File: config.mk
export PLATFORM = sky130hd
export DESIGN_NAME = beat_counter_mc
export DESIGN_NICKNAME = d
export VERILOG_FILES = /design/src/rtl/beat_cnt_pkg.sv /design/src/rtl/beat_cnt_ch.sv /design/src/rtl/beat_counter_mc.sv
export SDC_FILE = /design/constraint.sdc
export NUM_CORES = 1
export LEC_CHECK = 0
export CAP_MARGIN = 20
export CORE_ASPECT_RATIO = 0.5
export CORE_MARGIN = 2
export CORE_UTILIZATION = 50
export DETAILED_ROUTE_END_ITERATION = 16
export PLACE_DENSITY_LB_ADDON = 0.1
export REMOVE_ABC_BUFFERS = 1
export SYNTH_ARGS = -nofsm -noshare
export SYNTH_HDL_FRONTEND = slang
export SYNTH_SLANG_ARGS = --single-unit
File: constraint.sdc
create_clock -name clk -period 2.9 [get_ports clk]
set_clock_uncertainty 0.1 [all_clocks]
set_input_delay 0.58 -clock clk [delete_from_list [all_inputs] [get_ports clk]]
set_output_delay 0.58 -clock clk [all_outputs]
set_load 0.1 [all_outputs]
File: src/rtl/beat_cnt_pkg.sv
// Shared definitions for the multi-channel beat counter and the FSMs that
// drive its mode input.
package beat_cnt_pkg;

  localparam int MODE_W = 2;

  typedef enum logic [MODE_W-1:0] {
    MODE_SAT     = 2'd0,
    MODE_WRAP    = 2'd1,
    MODE_ONESHOT = 2'd2,
    MODE_RSVD    = 2'd3
  } cnt_mode_e;

endpackage : beat_cnt_pkg

File: src/rtl/beat_cnt_ch.sv
// One beat-counter channel: counts qualified beats up to a latched terminal
// count in saturating, wrapping or one-shot mode.
module beat_cnt_ch
  import beat_cnt_pkg::*;
#(
  parameter int CNT_W  = 5,
  parameter int WRAP_W = 8
) (
  input  logic              clk,
  input  logic              rst_n,
  input  logic              clear_i,
  input  logic              beat_i,
  input  logic [CNT_W-1:0]  term_i,
  input  logic [1:0]        mode_i,
  output logic [CNT_W-1:0]  cnt_o,
  output logic              done_o,
  output logic              tc_pulse_o,
  output logic [WRAP_W-1:0] wrap_cnt_o
);

  localparam logic [CNT_W-1:0]  CNT_ONE  = {{(CNT_W-1){1'b0}}, 1'b1};
  localparam logic [WRAP_W-1:0] WRAP_ONE = {{(WRAP_W-1){1'b0}}, 1'b1};

  logic [CNT_W-1:0]  cnt_q,   cnt_d;
  logic [CNT_W-1:0]  term_q,  term_d;
  cnt_mode_e         mode_q,  mode_d;
  logic              fired_q, fired_d;
  logic [WRAP_W-1:0] wrap_q,  wrap_d;
  logic              tc_q,    tc_d;

  logic [CNT_W-1:0] cnt_inc;
  logic             at_term;
  logic             inc_hits_term;
  logic             wrap_full;

  assign cnt_inc       = cnt_q + CNT_ONE;
  assign at_term       = (cnt_q == term_q);
  assign inc_hits_term = (cnt_inc == term_q);
  assign wrap_full     = &wrap_q;

  always_comb begin
    cnt_d   = cnt_q;
    term_d  = term_q;
    mode_d  = mode_q;
    fired_d = fired_q;
    wrap_d  = wrap_q;
    tc_d    = 1'b0;

    if (clear_i) begin
      cnt_d   = '0;
      wrap_d  = '0;
      fired_d = 1'b0;
      term_d  = term_i;
      mode_d  = cnt_mode_e'(mode_i);
    end else if (beat_i) begin
      case (mode_q)
        MODE_WRAP: begin
          if (at_term) begin
            cnt_d = '0;
            tc_d  = 1'b1;
            if (!wrap_full) begin
              wrap_d = wrap_q + WRAP_ONE;
            end
          end else begin
            cnt_d = cnt_inc;
          end
        end
        MODE_ONESHOT: begin
          // A zero terminal count arms as already done: fire silently.
          if (!fired_q) begin
            if (at_term) begin
              fired_d = 1'b1;
            end else begin
              cnt_d   = cnt_inc;
              tc_d    = inc_hits_term;
              fired_d = inc_hits_term;
            end
          end
        end
        default: begin
          if (!at_term) begin
            cnt_d = cnt_inc;
            tc_d  = inc_hits_term;
          end
        end
      endcase
    end
  end

  always_ff @(posedge clk or negedge rst_n) begin
    if (!rst_n) begin
      cnt_q   <= '0;
      term_q  <= '1;
      mode_q  <= MODE_SAT;
      fired_q <= 1'b0;
      wrap_q  <= '0;
      tc_q    <= 1'b0;
    end else begin
      cnt_q   <= cnt_d;
      term_q  <= term_d;
      mode_q  <= mode_d;
      fired_q <= fired_d;
      wrap_q  <= wrap_d;
      tc_q    <= tc_d;
    end
  end

  assign cnt_o      = cnt_q;
  assign done_o     = at_term;
  assign tc_pulse_o = tc_q;
  assign wrap_cnt_o = wrap_q;

endmodule : beat_cnt_ch

File: src/rtl/beat_counter_mc.sv
// Multi-channel handshake beat counter: NUM_CH independent channels with
// packed outputs and an all-channels-done flag.
module beat_counter_mc
  import beat_cnt_pkg::*;
#(
  parameter int NUM_CH = 4,
  parameter int CNT_W  = 5,
  parameter int WRAP_W = 8
) (
  input  logic                     clk,
  input  logic                     rst_n,
  input  logic [NUM_CH-1:0]        cnt_enable,
  input  logic [NUM_CH-1:0]        cnt_clear,
  input  logic [NUM_CH-1:0]        valid,
  input  logic [NUM_CH-1:0]        ready,
  input  logic [CNT_W-1:0]         term_cnt,
  input  logic [1:0]               mode,
  output logic [NUM_CH*CNT_W-1:0]  cnt,
  output logic [NUM_CH-1:0]        cnt_done,
  output logic [NUM_CH-1:0]        tc_pulse,
  output logic [NUM_CH*WRAP_W-1:0] wrap_cnt,
  output logic                     all_done
);

  logic [NUM_CH-1:0] beat;

  assign beat = cnt_enable & valid & ready;

  for (genvar gi = 0; gi < NUM_CH; gi++) begin : g_ch
    beat_cnt_ch #(
      .CNT_W  (CNT_W),
      .WRAP_W (WRAP_W)
    ) u_ch (
      .clk        (clk),
      .rst_n      (rst_n),
      .clear_i    (cnt_clear[gi]),
      .beat_i     (beat[gi]),
      .term_i     (term_cnt),
      .mode_i     (mode),
      .cnt_o      (cnt[gi*CNT_W +: CNT_W]),
      .done_o     (cnt_done[gi]),
      .tc_pulse_o (tc_pulse[gi]),
      .wrap_cnt_o (wrap_cnt[gi*WRAP_W +: WRAP_W])
    );
  end

  assign all_done = &cnt_done;

endmodule : beat_counter_mc

==> results of run 1 <==
[kinds of logic (layout without fill, tap and decap cells)]
kind of cell | after synthesis | in the layout
buf+inv | 51 | 140
mux | 25 | 25
simple gates | 179 | 179
compound gates | 92 | 92
flops | 88 | 88
xor+xnor | 54 | 54
fa+ha+maj | 16 | 16
[synthesized netlist by cell type (5+ instances only)]
cell type	number	area, µm²
sky130_fd_sc_hd__dfrtp_1	68	1700
sky130_fd_sc_hd__xnor2_1	41	359
sky130_fd_sc_hd__nor2_1	37	139
sky130_fd_sc_hd__nand2_1	28	105
sky130_fd_sc_hd__inv_1	27	101
sky130_fd_sc_hd__nand3_1	27	135
sky130_fd_sc_hd__a21oi_1	26	130
sky130_fd_sc_hd__mux2_2	21	236
sky130_fd_sc_hd__dfstp_2	20	526
sky130_fd_sc_hd__o21ai_0	20	100
sky130_fd_sc_hd__nor3_1	19	95.1
sky130_fd_sc_hd__ha_1	16	200
sky130_fd_sc_hd__xor2_1	13	114
sky130_fd_sc_hd__clkbuf_1	9	33.8
sky130_fd_sc_hd__buf_4	8	60.1
sky130_fd_sc_hd__nand4_1	8	50.1
sky130_fd_sc_hd__nor4_1	8	50.1
sky130_fd_sc_hd__and3_1	7	43.8
sky130_fd_sc_hd__and2_1	6	37.5
sky130_fd_sc_hd__and4_1	6	52.6
sky130_fd_sc_hd__nand3b_1	6	45.0
sky130_fd_sc_hd__or3_1	6	37.5
sky130_fd_sc_hd__o211ai_1	5	37.5
sky130_fd_sc_hd__o31ai_1	5	37.5
[metrics by stage]
stage / instance area, µm² / instances / hold WS, ns
2_1_floorplan: 4860 / 482 / 0.184
3_3_place_gp: 5890 / 714 / 0.385
3_5_place_dp: 5890 / 714 / 0.390
4_1_cts: 6160 / 729 / 0.0224
5_1_grt: 6190 / 729 / 0.0360
6_report: 6190 / 729 / 0.0176
[layout make-up]
class                      instances  area (µm²)
inverter                          28         105
tap                              135         169
timing repair buffer              97         861
clock buffer                      12         256
sequential                        88        2230
multi-input combinational        366        2560
clock inverter                     3        17.5
fill                             811        3380
[worst max-delay path, delay by kind of cell (launching register included)]
| family | cells | cell delay (ns) |
|---|---|---|
| xor gates and xnor gates | 1 | 0.26 |
| buffers and inverters | 2 | 0.32 |
| DFF | 1 | 0.45 |
| and+or+nand+nor | 3 | 0.73 |
[flip-flops by register name, summed over array words and instances (netlist names)]
register and cells:
g_ch.u_ch.term_q 20, g_ch.u_ch.mode_q 8, g_ch.u_ch.wrap_cnt_o 32, g_ch.u_ch.tc_pulse_o 4, g_ch.u_ch.cnt_o 20, g_ch.u_ch.fired_q 4
[path summary, 6_finish.rpt]
path,start,to,slack [ns],cells past startpoint
max,g_ch[3].u_ch.cnt_o[0]$_DFFE_PN0P_,all_done,0.11,6
min reg2reg,g_ch[2].u_ch.mode_q[0]$_DFFE_PN0P_,g_ch[2].u_ch.mode_q[0]$_DFFE_PN0P_,0.46,2
max in group asynchronous,rst_n,g_ch[1].u_ch.term_q[1]$_DFFE_PN1P_,2.01,2
min,rst_n,g_ch[0].u_ch.wrap_cnt_o[0]$_DFFE_PN0P_,0.02,1
min in group clk,g_ch[2].u_ch.mode_q[0]$_DFFE_PN0P_,g_ch[2].u_ch.mode_q[0]$_DFFE_PN0P_,0.46,2
max reg2reg,g_ch[3].u_ch.mode_q[1]$_DFFE_PN0P_,g_ch[3].u_ch.wrap_cnt_o[6]$_DFFE_PN0P_,0.59,7
[power breakdown]
group	switching, µW	internal (µW)
clock	477	620
sequential	40.4	1290
combinational	223	159
total	740	2070
[layer usage]
layer  vias up  share of wire [%]
met1      1922                 50
met4         0               0.93
met5         -                  0
li1       1971                  -
met3        10                5.5
met2        90                 44
[what timing repair did]
action                     4_1_cts  5_1_grt
gates resized for setup          1        5
pin swaps                        0        0
setup endpoints to repair        1        1
hold buffers                     0        0
==> impl_summary.txt, run 1 <==
----------------------------------------------------
[Timing]
  Max frequency ... 358 MHz
  Normalized max-slew margin ... 50.7%
  Max-slew violation total from the final report ... 0
  Tightest Pin Transition ... 0.734 ns
  Setup TNS ... 0 ns
  Worst path setup slack after routing ... 0.110 ns
  Number of hold-slack violations in the final timing report ... 0
  Final clock period utilization by the worst path ... 96.2%
  Post-layout min period ... 2.79 ns
  Unrepaired setup endpoints after global routing ... false
  Total of endpoints with negative setup slack in the final report ... 0

[Synth]
  Post-synth EDFFs ... 0
  Fraction of the mapped netlist area in adder cells ... 4.00%
  Flops & latches, synth ... 88
  Dominant combinational cell family by area after synthesis ... simple AND/OR/NAND/NOR gates
  Mux share of post-synthesis cell area ... 5.53%
  Post-Synth Simple-Gate Area ... 19.3%
  XOR/XNOR Fraction of Synth Area ... 9.45%
  Share of the synthesized area in compound gates (AO/OA/AOI/OAI) ... 12.2%
  Average footprint of a synthesized cell ... 9.91 µm²
  Warning count from the yosys run ... 0
  Netlist cell types ... 56
  Dominant synthesized flop cell ... sky130_fd_sc_hd__dfrtp_1
  Async S/R FF share, synth ... 100%
  Proportion of synthesized chip area in sequential cells ... 44.5%
  Gate count of the mapped netlist ... 505
  Total standard cell area after synthesis ... 0.00500 mm²

[Route]
  First-iteration detailed-routing DRC count ... 250
  Post-route DRC violation count ... 0
  Antenna Violating Nets Remaining ... 0
  Detail-routed via count per cell ... 5.48
  Routed wire length ... 11300 µm
  Routed length per instance ... 15.5 µm
  Via count ... 3993
  Router iterations before antenna repair ... 4

[Die]
  Die span in y ... 74.7 µm
  Standard-cell row count ... 25
  Initial core utilization ... 52.3%
  Die width ... 145 µm
  Top Ports ... 86
  Core footprint ... 0.00957 mm²
  Area of the die ... 0.0109 mm²

[Power]
  Peak supply drop ... 361 µV
  Power density over the cells ... 454 mW/mm²
  Post-layout total power ... 2810 µW
  LEAKAGE ... 0.00265 µW

[Placement]
  Pre-CTS setup slack ... 0.224 ns
  Routability congestion estimate ... 0.856
  Quantity of I/O buffers inserted on ports ... 85
  Placed wire-length estimate after detailed placement ... 8170 µm

[Cells and area]
  Layout cells sized above 1 ... 24.6%
  # nets final ... 631
  Antenna cells ... 0
  Utilization after layout ... 64.7%
  Area overhead of the layout relative to synthesis ... 23.7%
  Most frequent cells in the layout ... sky130_fd_sc_hd__dfrtp_1, sky130_fd_sc_hd__buf_4, sky130_fd_sc_hd__xnor2_1

[GRT]
  Total congestion overflow ... 0
  Busiest layer in global routing ... met2
  Met3 usage ... 5.70%
  Pin count of the biggest net entering global routing ... 46
  Number of global-route vias before repair ... 3678
  Wire length of the first global-routing pass ... 18500 µm
  Overall routing resource usage ... 21.4%
  GRT met1 Usage ... 29.6%
  GR met2 Demand/Resource ... 34.2%
  Antenna violations before repair ... 0

[Setup path]
  Cell-by-cell trace of the critical path ... xnor2_1, nand2_2, or2_4, nor4_2, buf_4, buf_12
  Required time of the critical path ... 2.22 ns
  Worst-path cell with the longest stage delay ... sky130_fd_sc_hd__dfrtp_1
  Startpoint type of the worst setup path ... flop
  Category of the most critical setup path ... flop to output port
  WP data arrival ... 2.11 ns
  Peak per-stage delay on the critical path ... 0.45 ns
  Maximum fanout along the worst path ... 7
  Kind of capture point of the worst setup path ... output port

[Hold path]
  Type of the tightest min-delay check ... input port to async pin

[Clock network]
  Buffer cell driving the clock tree root ... sky130_fd_sc_hd__clkbuf_16
  CTS H-tree lvls ... 3
  CTS Buf Count ... 9
  Buffer levels on the longest clock path ... 2
  Number of buffers added for setup after CTS ... 0
  TritonCTS clock tree ... built
  Clock sink total ... 88
  Clock slew at reported path FFs ... 0.06 ns
  Insertion delay of the later-clocked pin in the worst-skew pair ... 0.34 ns

[Outcome]
  Result of the run ... completed

[Run]
  Number of max-capacitance violations reported ... 0

----------------------------------------------------
Power figures use the tool's default switching activity.
==> inputs of run 2 (changes only) <==
CORE_UTILIZATION = 54   (was 50)
==> run 2 against run 1 <==
Effect of this change: the flow now finishes with violations (design-rule violations); routed wire length shrank 0.91%; first-iteration DRC count shrank 12%; final area increased by 1.8%; sequential power barely moved; worst hold slack gained 0.074 ns; critical path depth unchanged; count of clock-buffer cells in the layout shrank 2; utilization rose by 6.5 points; clock power grew 31%; via count grew 0.85%; fmax is 1.6% higher; non-clock buffer count did not move.
==> impl_summary.txt, run 2 (synthesis results as in run 1) <==
----------------------------------------------------
[Outcome]
  Result of the run ... finished, violations left
  Violated checks ... design-rule violations

[Clock network]
  Clock sink total ... 88
  CTS Buf Count ... 9
  Hold Buf Count CTS ... 0
  Buffer cell driving the clock tree root ... sky130_fd_sc_hd__clkbuf_16
  Insertion delay of the later-clocked pin in the worst-skew pair ... 0.34 ns
  Buffer levels on the longest clock path ... 2
  Clock slew at reported path FFs ... 0.06 ns
  CTS H-tree lvls ... 3
  TritonCTS clock tree ... built

[Cells and area]
  Filler cell count ... 678
  Leading cell type in the layout, fill and taps excluded ... sky130_fd_sc_hd__buf_4
  Max reg flops ... 32
  Most frequent cells in the layout ... sky130_fd_sc_hd__buf_4, sky130_fd_sc_hd__dfrtp_1, sky130_fd_sc_hd__nor2_1
  Antenna cells ... 0
  Area used by multi-input combinational logic ... 0.00260 mm²
  Area taken by flip-flops and latches ... 0.00223 mm²
  Utilization after layout ... 71.2%
  Layout cells sized above 1 ... 26.1%
  Area overhead of the layout relative to synthesis ... 26.0%
  # nets final ... 631

[GRT]
  Overall routing resource usage ... 23.4%
  Antenna violations before repair ... 0
  Total congestion overflow ... 0
  Pin count of the biggest net entering global routing ... 38
  Number of global-route vias before repair ... 3967
  Wire length of the first global-routing pass ... 18900 µm

[Placement]
  Pre-CTS setup slack ... 0.190 ns
  Quantity of I/O buffers inserted on ports ... 85
  Routability congestion estimate ... 0.890
  Placed wire-length estimate after detailed placement ... 8000 µm

[Setup path]
  Cell-by-cell trace of the critical path ... xnor2_1, nand2_2, or2_1, nor4_1, buf_4, buf_12
  Startpoint type of the worst setup path ... flop
  Maximum fanout along the worst path ... 5
  Worst-path cell with the longest stage delay ... sky130_fd_sc_hd__dfstp_2
  Number of buffer and inverter stages on the critical path ... 2
  Worst setup path startpoint ... g_ch[3].u_ch.term_q[3]$_DFFE_PN1P_
  Peak per-stage delay on the critical path ... 0.54 ns
  Category of the most critical setup path ... flop to output port
  Kind of capture point of the worst setup path ... output port
  Required time of the critical path ... 2.22 ns
  Worst reg2reg startpoint ... g_ch[3].u_ch.mode_q[1]$_DFFE_PN0P_
  WP data arrival ... 2.07 ns
  Largest delay contributor family on the critical path ... simple AND/OR/NAND/NOR gates

[Timing]
  Setup TNS ... 0 ns
  Max-slew violation total from the final report ... 0
  Max frequency ... 364 MHz
  Post-layout min period ... 2.75 ns
  Worst path setup slack after routing ... 0.153 ns
  Normalized max-slew margin ... 51.5%
  Total of endpoints with negative setup slack in the final report ... 0
  Unrepaired setup endpoints after global routing ... false
  Tightest Pin Transition ... 0.726 ns
  Number of hold-slack violations in the final timing report ... 0
  Final clock period utilization by the worst path ... 94.7%

[Route]
  Antenna Violating Nets Remaining ... 0
  Detail-routed via count per cell ... 5.66
  Routed length per instance ... 15.8 µm
  Routed wire length ... 11200 µm
  Router iterations before antenna repair ... 13
  Via count ... 4027
  Post-route DRC violation count ... 7
  First-iteration detailed-routing DRC count ... 221

[Power]
  Power density over the cells ... 502 mW/mm²
  Post-layout total power ... 3160 µW
  Peak supply drop ... 337 µV
  Clock power share ... 45.4%
  LEAKAGE ... 0.00272 µW
  Fraction of power spent switching nets ... 23.9%
  Internal power contribution ... 2410 µW
  Power dissipated by switching net loads ... 756 µW
  Share of power burned in combinational logic ... 12.4%
  Sequential share of power ... 42.2%

[Die]
  Die width ... 140 µm
  Core footprint ... 0.00886 mm²
  Die span in y ... 72.1 µm
  Standard-cell row count ... 24
  Area of the die ... 0.0101 mm²
  Initial core utilization ... 56.5%
  Top Ports ... 86

[Hold path]
  Type of the tightest min-delay check ... input port to async pin

[Run]
  Number of max-capacitance violations reported ... 0

----------------------------------------------------
==> run 2: cell count changes in the layout (fill, tap and decap cells not counted), sizes merged <==
cell	change
bufinv	+4
clkbuf	-2
clkinvlp	-1
==> run 2: per-layer routing <==
layer	global-route usage, %	wire (µm)	vias up
met5	0	0	-
met4	6.73	105	0
met3	6.01	627	11
met2	37.7	5130	93
met1	31.8	5360	1948
li1	-	-	1975
==> run 2: final cells by class <==
cell class / count / area share, %
clock buffers: 10 / 3.79
clock inverters: 6 / 2.06
inverters: 28 / 1.67
multi-input cells: 366 / 41.2
flip-flops and latches: 88 / 35.3
well taps: 117 / 2.32
repair buffers: 97 / 13.7
==> run 2: path summary, 6_finish.rpt <==
path / to / slack [ns] / cells after the start
setup / recovery: all_done / 0.15 / 6
hold / removal: g_ch[2].u_ch.wrap_cnt_o[6]$_DFFE_PN0P_ / 0.09 / 1
setup reg to reg: g_ch[3].u_ch.wrap_cnt_o[6]$_DFFE_PN0P_ / 0.65 / 7
hold reg to reg: g_ch[1].u_ch.mode_q[0]$_DFFE_PN0P_ / 0.47 / 2
max in group asynchronous: g_ch[2].u_ch.term_q[4]$_DFFE_PN1P_ / 1.91 / 2
min in group clk: g_ch[1].u_ch.mode_q[0]$_DFFE_PN0P_ / 0.47 / 2
==> run 2: timing repair <==
| item | CTS | global route |
|---|---|---|
| setup buffers | 0 | 1 |
| resized for setup | 2 | 11 |
| endpoints found under the setup margin | 1 | 1 |
| pin swaps | 0 | 1 |
| gates cloned | 0 | 0 |
==> run 2: power by group through the flow <==
stage                     sequential (µW)  clock (µW)  combinational [µW]
after floorplan                      1370           0                 192
after global placement               1350           0                 371
after detailed placement             1350           0                 378
after CTS                            1330        1460                 384
after global routing                 1340        1500                 429
final                                1330        1440                 391
==> run 2: stage by stage <==
step	area [µm²]	hold slack [ns]	cells
after floorplan	4860	0.184	482
after detailed placement	5860	0.459	695
after global placement	5860	0.440	695
after CTS	6240	0.111	711
after global routing	6310	0.136	712
final	6310	0.0914	712
